$ cat src/rtl/ber_pkg.sv
// Shared definitions for the BER checker: FSM encodings and sizing helpers.
package ber_pkg;

   localparam logic [0:0] ST_SEARCH = 1'b0;
   localparam logic [0:0] ST_LOCKED = 1'b1;

   // ceil(log2(n)), never below 1 so every counter has at least one bit
   function automatic int unsigned clog2(input int unsigned n);
      int unsigned r;
      r = 1;
      while ((64'd1 << r) < 64'(n)) r = r + 1;
      return r;
   endfunction

endpackage

$ cat src/rtl/ber_checker_ch.sv
// One BER channel: tx delay line, latency search / lock FSM, window and saturating bit/error counters.
module ber_checker_ch
   import ber_pkg::*;
#(
   parameter int unsigned NB_SYM     = 12,
   parameter int unsigned NB_DLY     = 9,
   parameter int unsigned NB_CNT     = 48,
   parameter int unsigned SYNC_LEN   = 128,
   parameter int unsigned LOCK_TH    = 0,
   parameter int unsigned LOSS_TH    = 32,
   parameter int unsigned NEG_IS_ONE = 1
) (
   input  logic              clk,
   input  logic              i_reset,
   input  logic              i_en,
   input  logic              i_clr,
   input  logic              i_tx_bit,
   input  logic [NB_SYM-1:0] i_rx_sym,
   output logic              o_lock,
   output logic [NB_DLY-1:0] o_delay,
   output logic [NB_CNT-1:0] o_bit_cnt,
   output logic [NB_CNT-1:0] o_err_cnt
);

   localparam int unsigned DEPTH    = 32'd1 << NB_DLY;
   localparam int unsigned WIN_W    = clog2(SYNC_LEN);
   localparam int unsigned ERR_W    = clog2(SYNC_LEN + 1);
   localparam int unsigned LOCK_SAT = (LOCK_TH > SYNC_LEN) ? SYNC_LEN : LOCK_TH;
   localparam int unsigned LOSS_SAT = (LOSS_TH > SYNC_LEN) ? SYNC_LEN : LOSS_TH;
   localparam logic [ERR_W-1:0]  LOCK_LIM = ERR_W'(LOCK_SAT);
   localparam logic [ERR_W-1:0]  LOSS_LIM = ERR_W'(LOSS_SAT);
   localparam logic [WIN_W-1:0]  WIN_LAST = WIN_W'(SYNC_LEN - 1);
   localparam logic [NB_CNT-1:0] CNT_MAX  = '1;

   logic [0:0]        state, state_nxt;
   logic [NB_DLY-1:0] delay, delay_nxt;
   logic [WIN_W-1:0]  win_pos, win_pos_nxt;
   logic [ERR_W-1:0]  win_err, win_err_nxt, win_err_tot;
   logic [NB_CNT-1:0] bit_cnt, bit_cnt_nxt;
   logic [NB_CNT-1:0] err_cnt, err_cnt_nxt;
   logic [DEPTH-2:0]  dly_line, dly_line_nxt;
   logic [DEPTH-1:0]  tap;
   logic              ref_bit, rx_bit, err_bit, win_end;
   logic              unused_sym;

   // tap[0] is the current tx bit, tap[d] the bit from d strobes ago
   assign tap         = {dly_line, i_tx_bit};
   assign ref_bit     = tap[delay];
   assign rx_bit      = i_rx_sym[NB_SYM-1] ^ (NEG_IS_ONE == 0);
   assign err_bit     = rx_bit ^ ref_bit;
   assign win_end     = (win_pos == WIN_LAST);
   assign win_err_tot = win_err + ERR_W'(err_bit);
   assign unused_sym  = ^i_rx_sym[NB_SYM-2:0];

   always_comb begin
      state_nxt    = state;
      delay_nxt    = delay;
      win_pos_nxt  = win_pos;
      win_err_nxt  = win_err;
      bit_cnt_nxt  = bit_cnt;
      err_cnt_nxt  = err_cnt;
      dly_line_nxt = dly_line;
      if (i_en) begin
         dly_line_nxt = tap[DEPTH-2:0];
         win_pos_nxt  = win_end ? '0 : win_pos + WIN_W'(1);
         win_err_nxt  = win_end ? '0 : win_err_tot;
         // counters freeze together once bit_cnt saturates, keeping the ratio meaningful
         if ((state == ST_LOCKED) && (bit_cnt != CNT_MAX)) begin
            bit_cnt_nxt = bit_cnt + NB_CNT'(1);
            if (err_cnt != CNT_MAX) err_cnt_nxt = err_cnt + NB_CNT'(err_bit);
         end
         if (win_end) begin
            if (state == ST_SEARCH) begin
               if (win_err_tot <= LOCK_LIM) state_nxt = ST_LOCKED;
               else                         delay_nxt = delay + NB_DLY'(1);
            end else if (win_err_tot > LOSS_LIM) begin
               state_nxt = ST_SEARCH;
               delay_nxt = delay + NB_DLY'(1);
            end
         end
      end
      // clear beats a coincident strobe; window bookkeeping above is unaffected
      if (i_clr) begin
         bit_cnt_nxt = '0;
         err_cnt_nxt = '0;
      end
   end

   always_ff @(posedge clk) begin
      if (i_reset) begin
         state    <= ST_SEARCH;
         delay    <= '0;
         win_pos  <= '0;
         win_err  <= '0;
         bit_cnt  <= '0;
         err_cnt  <= '0;
         dly_line <= '0;
      end else begin
         state    <= state_nxt;
         delay    <= delay_nxt;
         win_pos  <= win_pos_nxt;
         win_err  <= win_err_nxt;
         bit_cnt  <= bit_cnt_nxt;
         err_cnt  <= err_cnt_nxt;
         dly_line <= dly_line_nxt;
      end
   end

   assign o_lock    = (state == ST_LOCKED);
   assign o_delay   = delay;
   assign o_bit_cnt = bit_cnt;
   assign o_err_cnt = err_cnt;

endmodule

$ cat config.mk
export PLATFORM = sky130hd
export DESIGN_NAME = ber_checker_ch
export DESIGN_NICKNAME = d
export VERILOG_FILES = /design/src/rtl/ber_pkg.sv /design/src/rtl/ber_checker_ch.sv
export SDC_FILE = /design/constraint.sdc
export NUM_CORES = 1
export LEC_CHECK = 0
export ABC_AREA = 0
export BUFFER_PORTS_ARGS = -buffer_cell sky130_fd_sc_hd__buf_4
export CAP_MARGIN = 20
export CORE_ASPECT_RATIO = 1.1
export CORE_MARGIN = 2
export CORE_UTILIZATION = 56
export DETAILED_ROUTE_END_ITERATION = 10
export PLACE_DENSITY_LB_ADDON = 0.08
export SLEW_MARGIN = 20
export SYNTH_ARGS = -nofsm -noshare
export SYNTH_HDL_FRONTEND = slang
export SYNTH_SLANG_ARGS = --single-unit
$ cat constraint.sdc
create_clock -name clk -period 6.9 [get_ports clk]
set_input_delay 0 -clock clk [delete_from_list [all_inputs] [get_ports clk]]
set_output_delay 0 -clock clk [all_outputs]
set_load 0.05 [all_outputs]
==> results of run 1 <==
[power by group]
group          internal (µW)  switching (µW)
logic                   79.7             143
clock network           2220            1420
registers               3650            2.14
total                   5950            1560
[cells in the mapped netlist, types with 5 or more instances]
cell type and instances:
inv_1 15, a22o_1 6, nand2_1 69, mux4_2 97, nand3_1 49, a31oi_1 5, nor2b_1 6, and3_1 21
a211oi_1 8, a21oi_1 31, mux4_1 14, clkbuf_1 96, nor3_1 22, a22oi_1 10, buf_2 16, buf_6 10
dfxtp_1 632, o22ai_1 6, ha_1 7, a221oi_1 11, mux2i_1 572, nor2_1 650, o221ai_1 6, and4_1 22
mux2_2 7, buf_4 12, and2_1 17, nor4_1 5, xnor2_1 38, o21ai_0 29, or3_1 18, xor2_1 52
nand4_1 26, buf_1 53
[cell type report]
class	count	area (µm²)	share of cell area [%]
clock buffer	110	2170	6.93
clock inverter	13	115	0.368
inverter	15	56.3	0.180
multi-input combinational	1857	14300	45.6
sequential	632	12700	40.5
tap	652	816	2.61
timing repair buffer	144	1180	3.79
[layer usage]
| metal | vias up | global-route usage (%) |
|---|---|---|
| li1 | 9556 | - |
| met1 | 9409 | 30.4 |
| met2 | 346 | 37.7 |
| met3 | 95 | 3.39 |
| met4 | 0 | 8.07 |
| met5 | - | 0 |
[flip-flops by register name, indices dropped and copies added (netlist names)]
| signal | flops |
|---|---|
| dly_line | 511 |
| o_bit_cnt | 48 |
| o_delay | 9 |
| o_err_cnt | 48 |
| o_lock | 1 |
| win_err | 8 |
| win_pos | 7 |
[logic make-up after synthesis]
kind of cell             synth area share, %
AO/OA/AOI/OAI                           3.67
XOR/XNOR                                2.83
adder cells (fa/ha/maj)                0.314
buffers and inverters                   3.44
flip-flops                              45.4
multiplexers                            30.0
AND/OR/NAND/NOR                         14.3
[tightest hold or removal path, stage by stage]
cell	delay (ns)
buf_8	0.30
mux2i_1	0.21
nor2_1	0.07
[path summary, 6_finish.rpt]
kind	depth (start not counted)	to	start	slack [ns]
min	3	dly_line[0]$_SDFFE_PP0P_	i_en	0.08
max	14	o_err_cnt[32]$_SDFFE_PP0P_	o_delay[0]$_SDFFE_PP0P_	1.09
min reg2reg	2	o_err_cnt[47]$_SDFFE_PP0P_	o_err_cnt[47]$_SDFFE_PP0P_	0.49
max reg2reg	14	o_err_cnt[32]$_SDFFE_PP0P_	o_delay[0]$_SDFFE_PP0P_	1.09
[per-stage QoR]
step	instances	setup slack, ns	total power, µW	util [%]	cell area, µm²
2_1_floorplan	2695	2.46	3920	-	27900
3_3_place_gp	3296	1.11	3950	59.0	28900
3_5_place_dp	3296	1.08	3950	59.0	28900
4_1_cts	3422	1.05	7610	63.7	31200
5_1_grt	3423	0.742	7770	63.8	31300
6_report	3423	1.09	7510	63.8	31300
[cells in the final DEF (no fill, tap or decap), types with 29 or more instances in the layout]
cell type and instances:
xor2_1 52, dfxtp_1 628, a21oi_1 31, mux2i_1 572, mux4_2 97, nand2_1 69, xnor2_1 38, nor2_1 649
o21ai_0 29, buf_4 131, clkbuf_16 73, nand3_1 49
==> impl_results.html, run 1 <==
<table>
<tr><th>Metric</th><th>Value</th></tr>
<tr><th colspan="2">Synth</th></tr>
<tr><td>Top_reg_cell synth</td><td>dfxtp_1</td></tr>
<tr><td>Fraction of synthesis flops using an asynchronous set or reset pin</td><td>0%</td></tr>
<tr><td>EDFF count, synth</td><td>0</td></tr>
<tr><td>Netlist Area Pre-Place</td><td>0.0279 mm²</td></tr>
<tr><td>Unique masters post-synth</td><td>a little under 70</td></tr>
<tr><td>Fraction of synthesized cell area taken by the top area cell type</td><td>45.4%</td></tr>
<tr><td>Sequential fraction of the synthesis area</td><td>45.4%</td></tr>
<tr><td>Top cells by area, synth</td><td>dfxtp_1 (45%), mux2i_1 (21%), nor2_1 (8.8%)</td></tr>
<tr><td>Number of cells produced by synthesis</td><td>2695</td></tr>
<tr><td>Net count after synthesis</td><td>around 2700</td></tr>
<tr><td>Synthesis Warnings</td><td>0</td></tr>
<tr><td>Yosys top cell by area</td><td>dfxtp_1</td></tr>
<tr><td>Per-instance average area after synthesis</td><td>10.3 µm²</td></tr>
<tr><td>Register bit count reported by yosys</td><td>632</td></tr>
<tr><th colspan="2">Routing</th></tr>
<tr><td>Metal-1 WL</td><td>27200 µm</td></tr>
<tr><td>Number of search-and-repair iterations in the first detailed-routing pass</td><td>7</td></tr>
<tr><td>Top Metal Used</td><td>met4</td></tr>
<tr><td>Number of nets with antenna violations after routing</td><td>0</td></tr>
<tr><td>Routed via count</td><td>19406</td></tr>
<tr><td>Mean number of vias per cell</td><td>5.67</td></tr>
<tr><td>Starting DRT DRC Count</td><td>1332</td></tr>
<tr><td>Average wire per cell in the routed design</td><td>between 15 and 20 µm</td></tr>
<tr><td>Drt drc</td><td>0</td></tr>
<tr><td>Met3 wire len</td><td>2130 µm</td></tr>
<tr><td>Met2 routed WL</td><td>27500 µm</td></tr>
<tr><td>Aggregate routed wire length</td><td>58400 µm</td></tr>
<tr><th colspan="2">Placement</th></tr>
<tr><td>Estimated wirelength of the detail-placed design</td><td>between 30000 and 40000 µm</td></tr>
<tr><td>GP Congestion</td><td>0.808</td></tr>
<tr><td>Count of buffers inserted at the top-level ports</td><td>111</td></tr>
<tr><th colspan="2">Pwr</th></tr>
<tr><td>Peak ir drop on the vdd network</td><td>187 µV</td></tr>
<tr><td>Pwr per Cell Area</td><td>roughly 240 mW/mm²</td></tr>
<tr><td>Pleak</td><td>between 0.01 and 0.015 µW</td></tr>
<tr><th colspan="2">Clocking</th></tr>
<tr><td>H-tree depth</td><td>3</td></tr>
<tr><td>Inserted Clock Buffers</td><td>68</td></tr>
<tr><td>Post-CTS Setup Inserts</td><td>0</td></tr>
<tr><td>Clock root buffer</td><td>clkbuf_16</td></tr>
<tr><td>Clock Sinks</td><td>between 600 and 700</td></tr>
<tr><td>TritonCTS clock tree</td><td>built</td></tr>
<tr><td>CTS Hold Bufs</td><td>3</td></tr>
<tr><td>Clock insertion delay at the later pin of the skew report</td><td>0.59 ns</td></tr>
<tr><td>Clk buf depth</td><td>3</td></tr>
<tr><td>Number of gates resized after CTS</td><td>0</td></tr>
<tr><td>Clock slew at the register clock pins of the worst setup and hold paths</td><td>0.06 ns</td></tr>
<tr><th colspan="2">STA</th></tr>
<tr><td>Final Slew Violations</td><td>0</td></tr>
<tr><td>Transition time at the pin with the least slew margin</td><td>1.11 ns</td></tr>
<tr><td>Fin crit share</td><td>84.1%</td></tr>
<tr><td>Aggregate negative setup slack</td><td>0 ns</td></tr>
<tr><td>Maximum clock frequency</td><td>0.172 GHz</td></tr>
<tr><td>Worst Hold Margin</td><td>0.0776 ns</td></tr>
<tr><td>Headroom to the max-slew limit</td><td>about a quarter</td></tr>
<tr><td>Number of hold violations in the final report</td><td>0</td></tr>
<tr><td>Unrepaired setup endpoints after global routing</td><td>false</td></tr>
<tr><td>Setup Skew</td><td>0.0190 ns</td></tr>
<tr><td>Post-layout min period</td><td>5.81 ns</td></tr>
<tr><td>Final setup violation count</td><td>0</td></tr>
<tr><th colspan="2">Cells and area</th></tr>
<tr><td>Fraction of final layout cells with drive strength greater than 1</td><td>13.5%</td></tr>
<tr><td>Fill cell instance count of the final layout</td><td>3976</td></tr>
<tr><td>Diodes inserted</td><td>0</td></tr>
<tr><td>Layout Nets</td><td>2742</td></tr>
<tr><td>Synth-to-layout area growth</td><td>12.2%</td></tr>
<tr><th colspan="2">Worst setup path</th></tr>
<tr><td>Buffer and inverter count on the worst path</td><td>1</td></tr>
<tr><td>Critical Path Sink Type</td><td>register</td></tr>
<tr><td>Required time of the critical path</td><td>7.42 ns</td></tr>
<tr><td>Slowest library cell on the worst path</td><td>dfxtp_4</td></tr>
<tr><td>Chain of cells forming the critical path</td><td>buf_4 &gt; mux4_2 &gt; mux2_2 &gt; a221oi_1 &gt; o21ai_0 &gt; a21oi_1 &gt; a32oi_1 &gt; xor2_1 &gt; ha_1 &gt; ha_1 &gt; and4_1 &gt; nand3_1 &gt; or4_1 &gt; a21oi_1</td></tr>
<tr><td>Startpoint-to-endpoint class of the critical path</td><td>reg2reg</td></tr>
<tr><td>Worst Path Arrival</td><td>6.32 ns</td></tr>
<tr><td>Max stage delay on crit path</td><td>0.88 ns</td></tr>
<tr><td>Family with the most delay on the worst path</td><td>simple AND/OR/NAND/NOR gates</td></tr>
<tr><td>Largest fanout of any net on the critical path</td><td>39</td></tr>
<tr><td>Crit start category</td><td>register</td></tr>
<tr><th colspan="2">GRT</th></tr>
<tr><td>Overflow left after global routing</td><td>0</td></tr>
<tr><td>Wire length of the first global-routing pass</td><td>97100 µm</td></tr>
<tr><td>Via count of the first global-routing pass</td><td>18880</td></tr>
<tr><td>Largest net degree at the start of global routing</td><td>170</td></tr>
<tr><td>Global routing usage summed across all routing layers</td><td>22.8%</td></tr>
<tr><td>Antenna violations before repair</td><td>0</td></tr>
<tr><th colspan="2">Floorplan</th></tr>
<tr><td>Initial Util</td><td>56.8%</td></tr>
<tr><td>Die width</td><td>217 µm</td></tr>
<tr><td>Overall die area</td><td>0.0516 mm²</td></tr>
<tr><td>CORE AREA</td><td>0.0490 mm²</td></tr>
<tr><td>Num rows</td><td>85</td></tr>
<tr><td>I/O Pins</td><td>123</td></tr>
<tr><td>DIE HEIGHT</td><td>238 µm</td></tr>
<tr><th colspan="2">Worst hold path</th></tr>
<tr><td>HP Class</td><td>in2reg</td></tr>
<tr><th colspan="2">Flow run</th></tr>
<tr><td>Max-capacitance violation count</td><td>0</td></tr>
<tr><th colspan="2">Run status</th></tr>
<tr><td>Status</td><td>finished, final reports clean</td></tr>
</table>
Note: power is estimated with default switching activity, not from simulation.
==> inputs of run 2 (changes only) <==
==> constraint.sdc (replaced) <==
create_clock -name clk -period 5.9 [get_ports clk]
set_input_delay 0 -clock clk [delete_from_list [all_inputs] [get_ports clk]]
set_output_delay 0 -clock clk [all_outputs]
set_load 0.05 [all_outputs]
==> run 2 against run 1 <==
Setup slack got worse by 0.50 ns. Largest power group unchanged. Highest routed layer unchanged. Routed wire length increased by 1.2%. Critical path type unchanged. First-iteration DRC count decreased by 0.60%. Global-route usage about the same. Clock power increased by 7.7%. Total power increased by 13%. Sequential cell count unchanged.
==> impl_results.html, run 2 (synthesis results as in run 1) <==
<table>
<tr><th>Metric</th><th>Value</th></tr>
<tr><th colspan="2">Cells and area</th></tr>
<tr><td>Flip-flop count of the largest register after layout</td><td>511 (unchanged)</td></tr>
<tr><td>Diodes inserted</td><td>0 (unchanged)</td></tr>
<tr><td>Most common library cell in the layout ignoring fill and taps</td><td>nor2_1</td></tr>
<tr><td>Most frequent cells in the layout</td><td>nor2_1 (650), dfxtp_1 (628), mux2i_1 (572)</td></tr>
<tr><td>Biggest register</td><td>dly_line</td></tr>
<tr><td>Fraction of final layout cells with drive strength greater than 1</td><td>13.4% (-0.070 points)</td></tr>
<tr><td>Synth-to-layout area growth</td><td>11.7%</td></tr>
<tr><td>Final Instance Area</td><td>0.0311 mm² (-0.42%)</td></tr>
<tr><td>Layout Nets</td><td>2757 (+0.55%)</td></tr>
<tr><td>Final Util</td><td>63.5% (-0.27 points)</td></tr>
<tr><th colspan="2">STA</th></tr>
<tr><td>Transition time at the pin with the least slew margin</td><td>1.21 ns (+0.103 ns)</td></tr>
<tr><td>Aggregate negative setup slack</td><td>0 ns (unchanged)</td></tr>
<tr><td>Setup Skew</td><td>0.0192 ns (+0.000273 ns)</td></tr>
<tr><td>Final setup violation count</td><td>0 (unchanged)</td></tr>
<tr><td>Unrepaired setup endpoints after global routing</td><td>false</td></tr>
<tr><td>Headroom to the max-slew limit</td><td>19.3% (-6.8 points)</td></tr>
<tr><td>Maximum clock frequency</td><td>0.188 GHz (+9.4%)</td></tr>
<tr><td>Final setup slack of the worst path</td><td>0.594 ns (-0.500 ns)</td></tr>
<tr><td>Post-layout min period</td><td>5.31 ns (-0.500 ns)</td></tr>
<tr><td>Final Slew Violations</td><td>0 (unchanged)</td></tr>
<tr><td>Worst Hold Margin</td><td>0.0716 ns (-0.00596 ns)</td></tr>
<tr><td>Fin crit share</td><td>89.9% (+5.8 points)</td></tr>
<tr><td>Number of hold violations in the final report</td><td>0 (unchanged)</td></tr>
<tr><th colspan="2">Pwr</th></tr>
<tr><td>Peak ir drop on the vdd network</td><td>227 µV (+22%)</td></tr>
<tr><td>Pleak</td><td>0.0125 µW (-0.54%)</td></tr>
<tr><td>Pwr per Cell Area</td><td>272 mW/mm² (+13%)</td></tr>
<tr><th colspan="2">Placement</th></tr>
<tr><td>Count of buffers inserted at the top-level ports</td><td>111 (unchanged)</td></tr>
<tr><td>Post-detailed-placement cell area</td><td>0.0291 mm² (+0.51%)</td></tr>
<tr><td>Estimated wirelength of the detail-placed design</td><td>36500 µm (-0.25%)</td></tr>
<tr><td>Setup WS pre-CTS</td><td>0.572 ns (-0.509 ns)</td></tr>
<tr><td>GP Congestion</td><td>0.795 (-1.6%)</td></tr>
<tr><th colspan="2">GRT</th></tr>
<tr><td>Global routing usage summed across all routing layers</td><td>22.8% (+0.037 points)</td></tr>
<tr><td>Wire length of the first global-routing pass</td><td>97100 µm (about the same)</td></tr>
<tr><td>Antenna violations before repair</td><td>0 (unchanged)</td></tr>
<tr><td>Via count of the first global-routing pass</td><td>18824 (-0.30%)</td></tr>
<tr><td>Largest net degree at the start of global routing</td><td>259 (+52%)</td></tr>
<tr><td>Overflow left after global routing</td><td>0 (unchanged)</td></tr>
<tr><th colspan="2">Routing</th></tr>
<tr><td>Starting DRT DRC Count</td><td>1324 (-0.60%)</td></tr>
<tr><td>Aggregate routed wire length</td><td>59100 µm (+1.2%)</td></tr>
<tr><td>Number of search-and-repair iterations in the first detailed-routing pass</td><td>5 (-2)</td></tr>
<tr><td>Routed via count</td><td>19540 (+0.69%)</td></tr>
<tr><td>Number of nets with antenna violations after routing</td><td>0 (unchanged)</td></tr>
<tr><td>Average wire per cell in the routed design</td><td>17.2 µm (+1.0%)</td></tr>
<tr><td>Drt drc</td><td>0 (unchanged)</td></tr>
<tr><td>Mean number of vias per cell</td><td>5.70 (+0.49%)</td></tr>
<tr><th colspan="2">Clocking</th></tr>
<tr><td>Clock insertion delay at the later pin of the skew report</td><td>0.60 ns (about the same)</td></tr>
<tr><td>Number of gates resized after CTS</td><td>0 (unchanged)</td></tr>
<tr><td>Post-CTS Setup Inserts</td><td>0 (unchanged)</td></tr>
<tr><td>Clock Sinks</td><td>632 (unchanged)</td></tr>
<tr><td>CTS Hold Bufs</td><td>5 (+2)</td></tr>
<tr><td>Clock slew at the register clock pins of the worst setup and hold paths</td><td>0.06 ns (about the same)</td></tr>
<tr><td>Clk buf depth</td><td>3 (unchanged)</td></tr>
<tr><td>TritonCTS clock tree</td><td>built</td></tr>
<tr><td>H-tree depth</td><td>3 (unchanged)</td></tr>
<tr><td>Clock root buffer</td><td>clkbuf_16</td></tr>
<tr><td>Inserted Clock Buffers</td><td>67 (-1.5%)</td></tr>
<tr><th colspan="2">Worst setup path</th></tr>
<tr><td>Number of stages on the worst setup path</td><td>18 (+4)</td></tr>
<tr><td>Crit start category</td><td>register</td></tr>
<tr><td>Internal reg-to-reg setup slack</td><td>0.59 ns (-0.50 ns)</td></tr>
<tr><td>Critical Path Sink Type</td><td>register</td></tr>
<tr><td>Family with the most delay on the worst path</td><td>compound AO/OA/AOI/OAI gates</td></tr>
<tr><td>First element of the critical path</td><td>o_delay[3]$_SDFFE_PP0P_</td></tr>
<tr><td>Startpoint of the lowest-slack register-to-register path</td><td>o_delay[3]$_SDFFE_PP0P_</td></tr>
<tr><td>Largest fanout of any net on the critical path</td><td>25 (-36%)</td></tr>
<tr><td>Worst setup endpoint</td><td>o_delay[0]$_SDFFE_PP0P_</td></tr>
<tr><td>Required time of the critical path</td><td>6.34 ns (-1.08 ns)</td></tr>
<tr><td>Length in cells of the worst reg-to-reg path</td><td>18 (+4)</td></tr>
<tr><td>Startpoint-to-endpoint class of the critical path</td><td>reg2reg</td></tr>
<tr><td>Buffer and inverter count on the worst path</td><td>3 (+2)</td></tr>
<tr><td>Worst Path Arrival</td><td>5.74 ns (-0.58 ns)</td></tr>
<tr><td>Max stage delay on crit path</td><td>0.92 ns (+0.04 ns)</td></tr>
<tr><td>Slowest library cell on the worst path</td><td>dfxtp_2</td></tr>
<tr><td>Critical R2R Capture</td><td>o_delay[0]$_SDFFE_PP0P_</td></tr>
<tr><td>Chain of cells forming the critical path</td><td>buf_4 &gt; nor2_1 &gt; buf_4 &gt; a22o_1 &gt; o311ai_0 &gt; o21ai_0 &gt; a21oi_1 &gt; a32oi_1 &gt; xor2_1 &gt; ha_1 &gt; nand2_1 &gt; nor2_1 &gt; mux2_2 &gt; o21ai_0 &gt; a31oi_2 &gt; buf_4 &gt; xnor2_1 &gt; nor2_1</td></tr>
<tr><th colspan="2">Floorplan</th></tr>
<tr><td>I/O Pins</td><td>123 (unchanged)</td></tr>
<tr><td>Die width</td><td>217 µm (unchanged)</td></tr>
<tr><td>Overall die area</td><td>0.0516 mm² (unchanged)</td></tr>
<tr><td>Initial Util</td><td>56.8% (unchanged)</td></tr>
<tr><td>Num rows</td><td>85 (unchanged)</td></tr>
<tr><td>DIE HEIGHT</td><td>238 µm (unchanged)</td></tr>
<tr><td>CORE AREA</td><td>0.0490 mm² (unchanged)</td></tr>
<tr><th colspan="2">Worst hold path</th></tr>
<tr><td>HP Class</td><td>in2reg</td></tr>
<tr><th colspan="2">Flow run</th></tr>
<tr><td>Max-capacitance violation count</td><td>0 (unchanged)</td></tr>
<tr><th colspan="2">Run status</th></tr>
<tr><td>Status</td><td>finished, final reports clean</td></tr>
</table>
-- run 2: cell count changes in the layout (fill, tap and decap cells not counted), moves of 3 or more --
cell,change
clkbuf_1,+5
buf_12,+3
buf_4,+14
inv_6,+5
clkinv_2,-4
clkbuf_8,-11
clkbuf_16,-5
-- run 2: worst reg2reg max path, stage by stage (launching register included) --
cell	delay, ns
dfxtp_2	0.92
buf_4	0.40
nor2_1	0.15
buf_4	0.25
a22o_1	0.24
o311ai_0	0.27
o21ai_0	0.19
a21oi_1	0.40
a32oi_1	0.19
xor2_1	0.29
ha_1	0.25
nand2_1	0.13
nor2_1	0.21
mux2_2	0.35
o21ai_0	0.21
a31oi_2	0.27
buf_4	0.24
xnor2_1	0.13
nor2_1	0.05
-- run 2: worst min path at each step --
| stage | to | start | cells after the start | slack (ns) |
|---|---|---|---|---|
| after floorplan | dly_line[0]$_SDFFE_PP0P_ | i_tx_bit | 2 | 0.15 |
| after CTS | win_err[0]$_SDFFE_PP0P_ | i_rx_sym[11] | 5 | 0.05 |
| after detailed placement | dly_line[0]$_SDFFE_PP0P_ | i_tx_bit | 3 | 0.26 |
| after global placement | dly_line[0]$_SDFFE_PP0P_ | i_tx_bit | 3 | 0.25 |
| after global routing | win_err[0]$_SDFFE_PP0P_ | i_rx_sym[11] | 5 | 0.12 |
| final | win_err[0]$_SDFFE_PP0P_ | i_rx_sym[11] | 5 | 0.07 |
-- run 2: final cells by class --
| class | count | area (µm²) |
|---|---|---|
| fillers | 4033 | 17900 |
| multi-input cells | 1857 | 14300 |
| flip-flops and latches | 632 | 12700 |
| clock buffers | 99 | 1910 |
| repair buffers | 160 | 1320 |
| well taps | 652 | 816 |
| clock inverters | 15 | 110 |
| inverters | 15 | 56.3 |
-- run 2: metal layers --
metal	part of all wire [%]	up-vias	track usage (%)
met4	2.0	0	7.41
met2	48	356	38.0
met5	0	-	0
li1	-	9578	-
met3	4.3	82	3.56
met1	46	9524	30.4
-- run 2: power breakdown --
| group | total (µW) | internal, µW | switching, µW |
|---|---|---|---|
| Combinational | 261 | 95.1 | 166 |
| Sequential | 4270 | 4270 | 2.55 |
| Clock | 3920 | 2240 | 1680 |
| Total | 8450 | 6610 | 1850 |
-- run 2: per-stage QoR --
stage               total power (µW)  instances
floorplan                       4590       2695
global placement                4620       3311
detailed placement              4620       3311
CTS                             8560       3430
global route                    8750       3430
finish                          8450       3430
==> inputs of run 3 (changes only) <==
--- a/config.mk
+++ b/config.mk
@@ -9,10 +9,10 @@
 export BUFFER_PORTS_ARGS = -buffer_cell sky130_fd_sc_hd__buf_4
 export CAP_MARGIN = 20
 export CORE_ASPECT_RATIO = 1.1
-export CORE_MARGIN = 2
 export CORE_UTILIZATION = 56
 export DETAILED_ROUTE_END_ITERATION = 10
 export PLACE_DENSITY_LB_ADDON = 0.08
+export REMOVE_ABC_BUFFERS = 1
 export SLEW_MARGIN = 20
 export SYNTH_ARGS = -nofsm -noshare
 export SYNTH_HDL_FRONTEND = slang
==> run 3 against run 2 <==
Setup slack better by 0.014 ns. Fmax is 0.26% higher. Total power is 4.8% higher. Via count is 0.37% lower. Final area is 0.92% higher. Sequential power hardly changed. Critical endpoint unchanged. Combinational power hardly changed. Clock-buffer cell count stayed put. Hold slack better by 0.0068 ns.
==> impl_results.html, run 3 (synthesis results as in run 1) <==
<table>
<tr><th>Metric</th><th>Value</th></tr>
<tr><th colspan="2">Run status</th></tr>
<tr><td>Status</td><td>finished, final reports clean</td></tr>
<tr><th colspan="2">STA</th></tr>
<tr><td>Final setup violation count</td><td>0 (unchanged)</td></tr>
<tr><td>Unrepaired setup endpoints after global routing</td><td>false</td></tr>
<tr><td>Post-layout min period</td><td>5.29 ns (-0.0138 ns)</td></tr>
<tr><td>Fin crit share</td><td>89.7% (-0.23 points)</td></tr>
<tr><td>Number of hold violations in the final report</td><td>0 (unchanged)</td></tr>
<tr><td>Aggregate negative setup slack</td><td>0 ns (unchanged)</td></tr>
<tr><td>Maximum clock frequency</td><td>0.189 GHz (+0.26%)</td></tr>
<tr><td>Transition time at the pin with the least slew margin</td><td>1.18 ns (-0.0273 ns)</td></tr>
<tr><td>Setup Skew</td><td>0.0174 ns (-0.00183 ns)</td></tr>
<tr><td>Final Slew Violations</td><td>0 (unchanged)</td></tr>
<tr><td>Headroom to the max-slew limit</td><td>21.2% (+1.8 points)</td></tr>
<tr><th colspan="2">Worst setup path</th></tr>
<tr><td>Required time of the critical path</td><td>6.34 ns (about the same)</td></tr>
<tr><td>Crit start category</td><td>register</td></tr>
<tr><td>Largest fanout of any net on the critical path</td><td>34 (+36%)</td></tr>
<tr><td>Family with the most delay on the worst path</td><td>compound AO/OA/AOI/OAI gates</td></tr>
<tr><td>Worst Path Arrival</td><td>5.73 ns (about the same)</td></tr>
<tr><td>Max stage delay on crit path</td><td>0.57 ns (-0.35 ns)</td></tr>
<tr><td>Startpoint-to-endpoint class of the critical path</td><td>reg2reg</td></tr>
<tr><td>Critical Path Sink Type</td><td>register</td></tr>
<tr><td>Buffer and inverter count on the worst path</td><td>4 (+1)</td></tr>
<tr><td>Chain of cells forming the critical path</td><td>buf_12 &gt; buf_12 &gt; buf_12 &gt; mux4_1 &gt; mux2_2 &gt; a221oi_2 &gt; o21ai_1 &gt; o211ai_2 &gt; a32oi_1 &gt; xor2_1 &gt; ha_1 &gt; nand2_1 &gt; nor2_1 &gt; mux2_2 &gt; o21ai_0 &gt; a31oi_2 &gt; buf_4 &gt; xnor2_1 &gt; nor2_1</td></tr>
<tr><td>Most frequent CP cell</td><td>buf_12</td></tr>
<tr><td>Slowest library cell on the worst path</td><td>mux4_1</td></tr>
<tr><th colspan="2">Floorplan</th></tr>
<tr><td>Initial Util</td><td>56.8% (unchanged)</td></tr>
<tr><td>Overall die area</td><td>0.0507 mm² (-1.8%)</td></tr>
<tr><td>Die width</td><td>215 µm (-0.92%)</td></tr>
<tr><td>DIE HEIGHT</td><td>236 µm (-0.84%)</td></tr>
<tr><td>Num rows</td><td>85 (unchanged)</td></tr>
<tr><td>I/O Pins</td><td>123 (unchanged)</td></tr>
<tr><td>CORE AREA</td><td>0.0490 mm² (unchanged)</td></tr>
<tr><th colspan="2">Clocking</th></tr>
<tr><td>Clock insertion delay at the later pin of the skew report</td><td>0.59 ns (about the same)</td></tr>
<tr><td>Clk buf depth</td><td>3 (unchanged)</td></tr>
<tr><td>Inserted Clock Buffers</td><td>67 (unchanged)</td></tr>
<tr><td>TritonCTS clock tree</td><td>built</td></tr>
<tr><td>H-tree depth</td><td>3 (unchanged)</td></tr>
<tr><td>Clock Sinks</td><td>632 (unchanged)</td></tr>
<tr><td>Clock slew at the register clock pins of the worst setup and hold paths</td><td>0.06 ns (about the same)</td></tr>
<tr><td>Clock root buffer</td><td>clkbuf_16</td></tr>
<tr><th colspan="2">Flow run</th></tr>
<tr><td>Max-capacitance violation count</td><td>0 (unchanged)</td></tr>
<tr><th colspan="2">GRT</th></tr>
<tr><td>Antenna violations before repair</td><td>1 (+1)</td></tr>
<tr><td>Via count of the first global-routing pass</td><td>18985 (+0.86%)</td></tr>
<tr><td>Largest net degree at the start of global routing</td><td>216 (-17%)</td></tr>
<tr><td>Global routing usage summed across all routing layers</td><td>23.1% (+0.31 points)</td></tr>
<tr><td>Overflow left after global routing</td><td>0 (unchanged)</td></tr>
<tr><td>Wire length of the first global-routing pass</td><td>97100 µm (unchanged)</td></tr>
<tr><th colspan="2">Cells and area</th></tr>
<tr><td>Layout Nets</td><td>2759 (+0.073%)</td></tr>
<tr><td>Final Util</td><td>64.1% (+0.58 points)</td></tr>
<tr><td>Biggest register</td><td>dly_line</td></tr>
<tr><td>Fraction of final layout cells with drive strength greater than 1</td><td>13.9% (+0.47 points)</td></tr>
<tr><td>Flip-flop count of the largest register after layout</td><td>511 (unchanged)</td></tr>
<tr><td>Most common library cell in the layout ignoring fill and taps</td><td>nor2_1</td></tr>
<tr><td>Most frequent cells in the layout</td><td>nor2_1 (650), dfxtp_1 (628), mux2i_1 (572)</td></tr>
<tr><td>Final Instance Area</td><td>0.0314 mm² (+0.92%)</td></tr>
<tr><td>Post-layout instance count excluding filler cells</td><td>3436 (+0.17%)</td></tr>
<tr><td>Diodes inserted</td><td>0 (unchanged)</td></tr>
<tr><td>Synth-to-layout area growth</td><td>12.8%</td></tr>
<tr><th colspan="2">Routing</th></tr>
<tr><td>Routed via count</td><td>19467 (-0.37%)</td></tr>
<tr><td>Number of search-and-repair iterations in the first detailed-routing pass</td><td>5 (unchanged)</td></tr>
<tr><td>Number of nets with antenna violations after routing</td><td>0 (unchanged)</td></tr>
<tr><td>Mean number of vias per cell</td><td>5.67 (-0.55%)</td></tr>
<tr><td>Drt drc</td><td>0 (unchanged)</td></tr>
<tr><td>Average wire per cell in the routed design</td><td>17.1 µm (-0.97%)</td></tr>
<tr><td>Starting DRT DRC Count</td><td>1333 (+0.68%)</td></tr>
<tr><td>Aggregate routed wire length</td><td>58600 µm (-0.80%)</td></tr>
<tr><th colspan="2">Worst hold path</th></tr>
<tr><td>HP Class</td><td>in2reg</td></tr>
<tr><th colspan="2">Pwr</th></tr>
<tr><td>Reg power frac</td><td>48.2% (-2.3 points)</td></tr>
<tr><td>Pleak</td><td>0.0126 µW (+1.2%)</td></tr>
<tr><td>Pwr per Cell Area</td><td>282 mW/mm² (+3.8%)</td></tr>
<tr><td>Portion of total power attributed to the clock network</td><td>48.8% (+2.4 points)</td></tr>
<tr><td>Combinational Power Share</td><td>2.9% (-0.2 points)</td></tr>
<tr><td>Peak ir drop on the vdd network</td><td>226 µV (-0.75%)</td></tr>
<tr><td>Net Sw Frac</td><td>20.9% (-0.97 points)</td></tr>
<tr><td>Internal power</td><td>7010 µW (+6.1%)</td></tr>
<tr><td>Total power after layout</td><td>8860 µW (+4.8%)</td></tr>
<tr><td>Switch Pwr</td><td>1850 µW (+0.11%)</td></tr>
<tr><th colspan="2">Placement</th></tr>
<tr><td>Count of buffers inserted at the top-level ports</td><td>111 (unchanged)</td></tr>
<tr><td>Dpl cells</td><td>3314 (+0.091%)</td></tr>
<tr><td>GP Congestion</td><td>0.806 (+1.4%)</td></tr>
<tr><td>Post-detailed-placement cell area</td><td>0.0291 mm² (+0.12%)</td></tr>
<tr><td>Estimated wirelength of the detail-placed design</td><td>36800 µm (+0.90%)</td></tr>
</table>
[run 3: changes by cell type in the layout (fill, tap and decap cells not counted), moves of 3 or more]
| cell | change |
|---|---|
| buf_4 | +3 |
| bufinv_16 | +6 |
| clkbuf_1 | -7 |
| clkbuf_16 | +5 |
| clkinv_2 | +5 |
| inv_6 | -5 |
[run 3: per-stage QoR]
step	setup WS, ns	hold WS (ns)
after global placement	0.701	0.255
after CTS	0.562	0.0544
after global routing	0.0671	0.151
after floorplan	-3.16	0.0721
final	0.608	0.0784
after detailed placement	0.609	0.268
[run 3: worst reg2reg max path: cells and delay by family (launching register included)]
kind / cells / cell delay, ns
mux: 3 / 1.22
flops: 1 / 0.46
simple gates: 3 / 0.41
fa+ha+maj: 1 / 0.25
compound gates: 6 / 1.30
xor+xnor: 2 / 0.48
buf+inv: 4 / 1.02
[run 3: repair_timing]
action,CTS,global route
buffers inserted,0,0
resized for setup,0,0
hold buffers,4,0
hold endpoints to repair,131,0
[run 3: path summary, 6_finish.rpt]
path	start	end	slack, ns	cells after the start
hold / removal	i_rx_sym[11]	o_err_cnt[0]$_SDFFE_PP0P_	0.08	5
setup reg to reg	o_delay[0]$_SDFFE_PP0P_	o_delay[0]$_SDFFE_PP0P_	0.61	19
hold reg to reg	o_err_cnt[47]$_SDFFE_PP0P_	o_err_cnt[47]$_SDFFE_PP0P_	0.49	2
setup / recovery	o_delay[0]$_SDFFE_PP0P_	o_delay[0]$_SDFFE_PP0P_	0.61	19
[run 3: per-layer routing]
metal,global-route usage (%),vias up,wire [µm]
met5,0,-,0
li1,-,9580,-
met4,8.94,0,1730
met1,30.9,9454,27300
met2,37.7,335,27400
met3,3.51,98,2160
[run 3: layout make-up]
cell class / instances / area, µm²
timing repair buffer: 162 / 1340
tap: 652 / 816
multi-input combinational: 1857 / 14300
inverter: 15 / 56.3
fill: 3979 / 17600
sequential: 632 / 12700
clock inverter: 19 / 248
clock buffer: 99 / 2030
[run 3: power by group through the flow]
stage	registers [µW]	logic (µW)	clock network, µW
after global placement	4370	256	0
after detailed placement	4370	259	0
final	4270	261	4320
after CTS	4270	262	4430
after global routing	4270	279	4630
after floorplan	4370	91.5	0
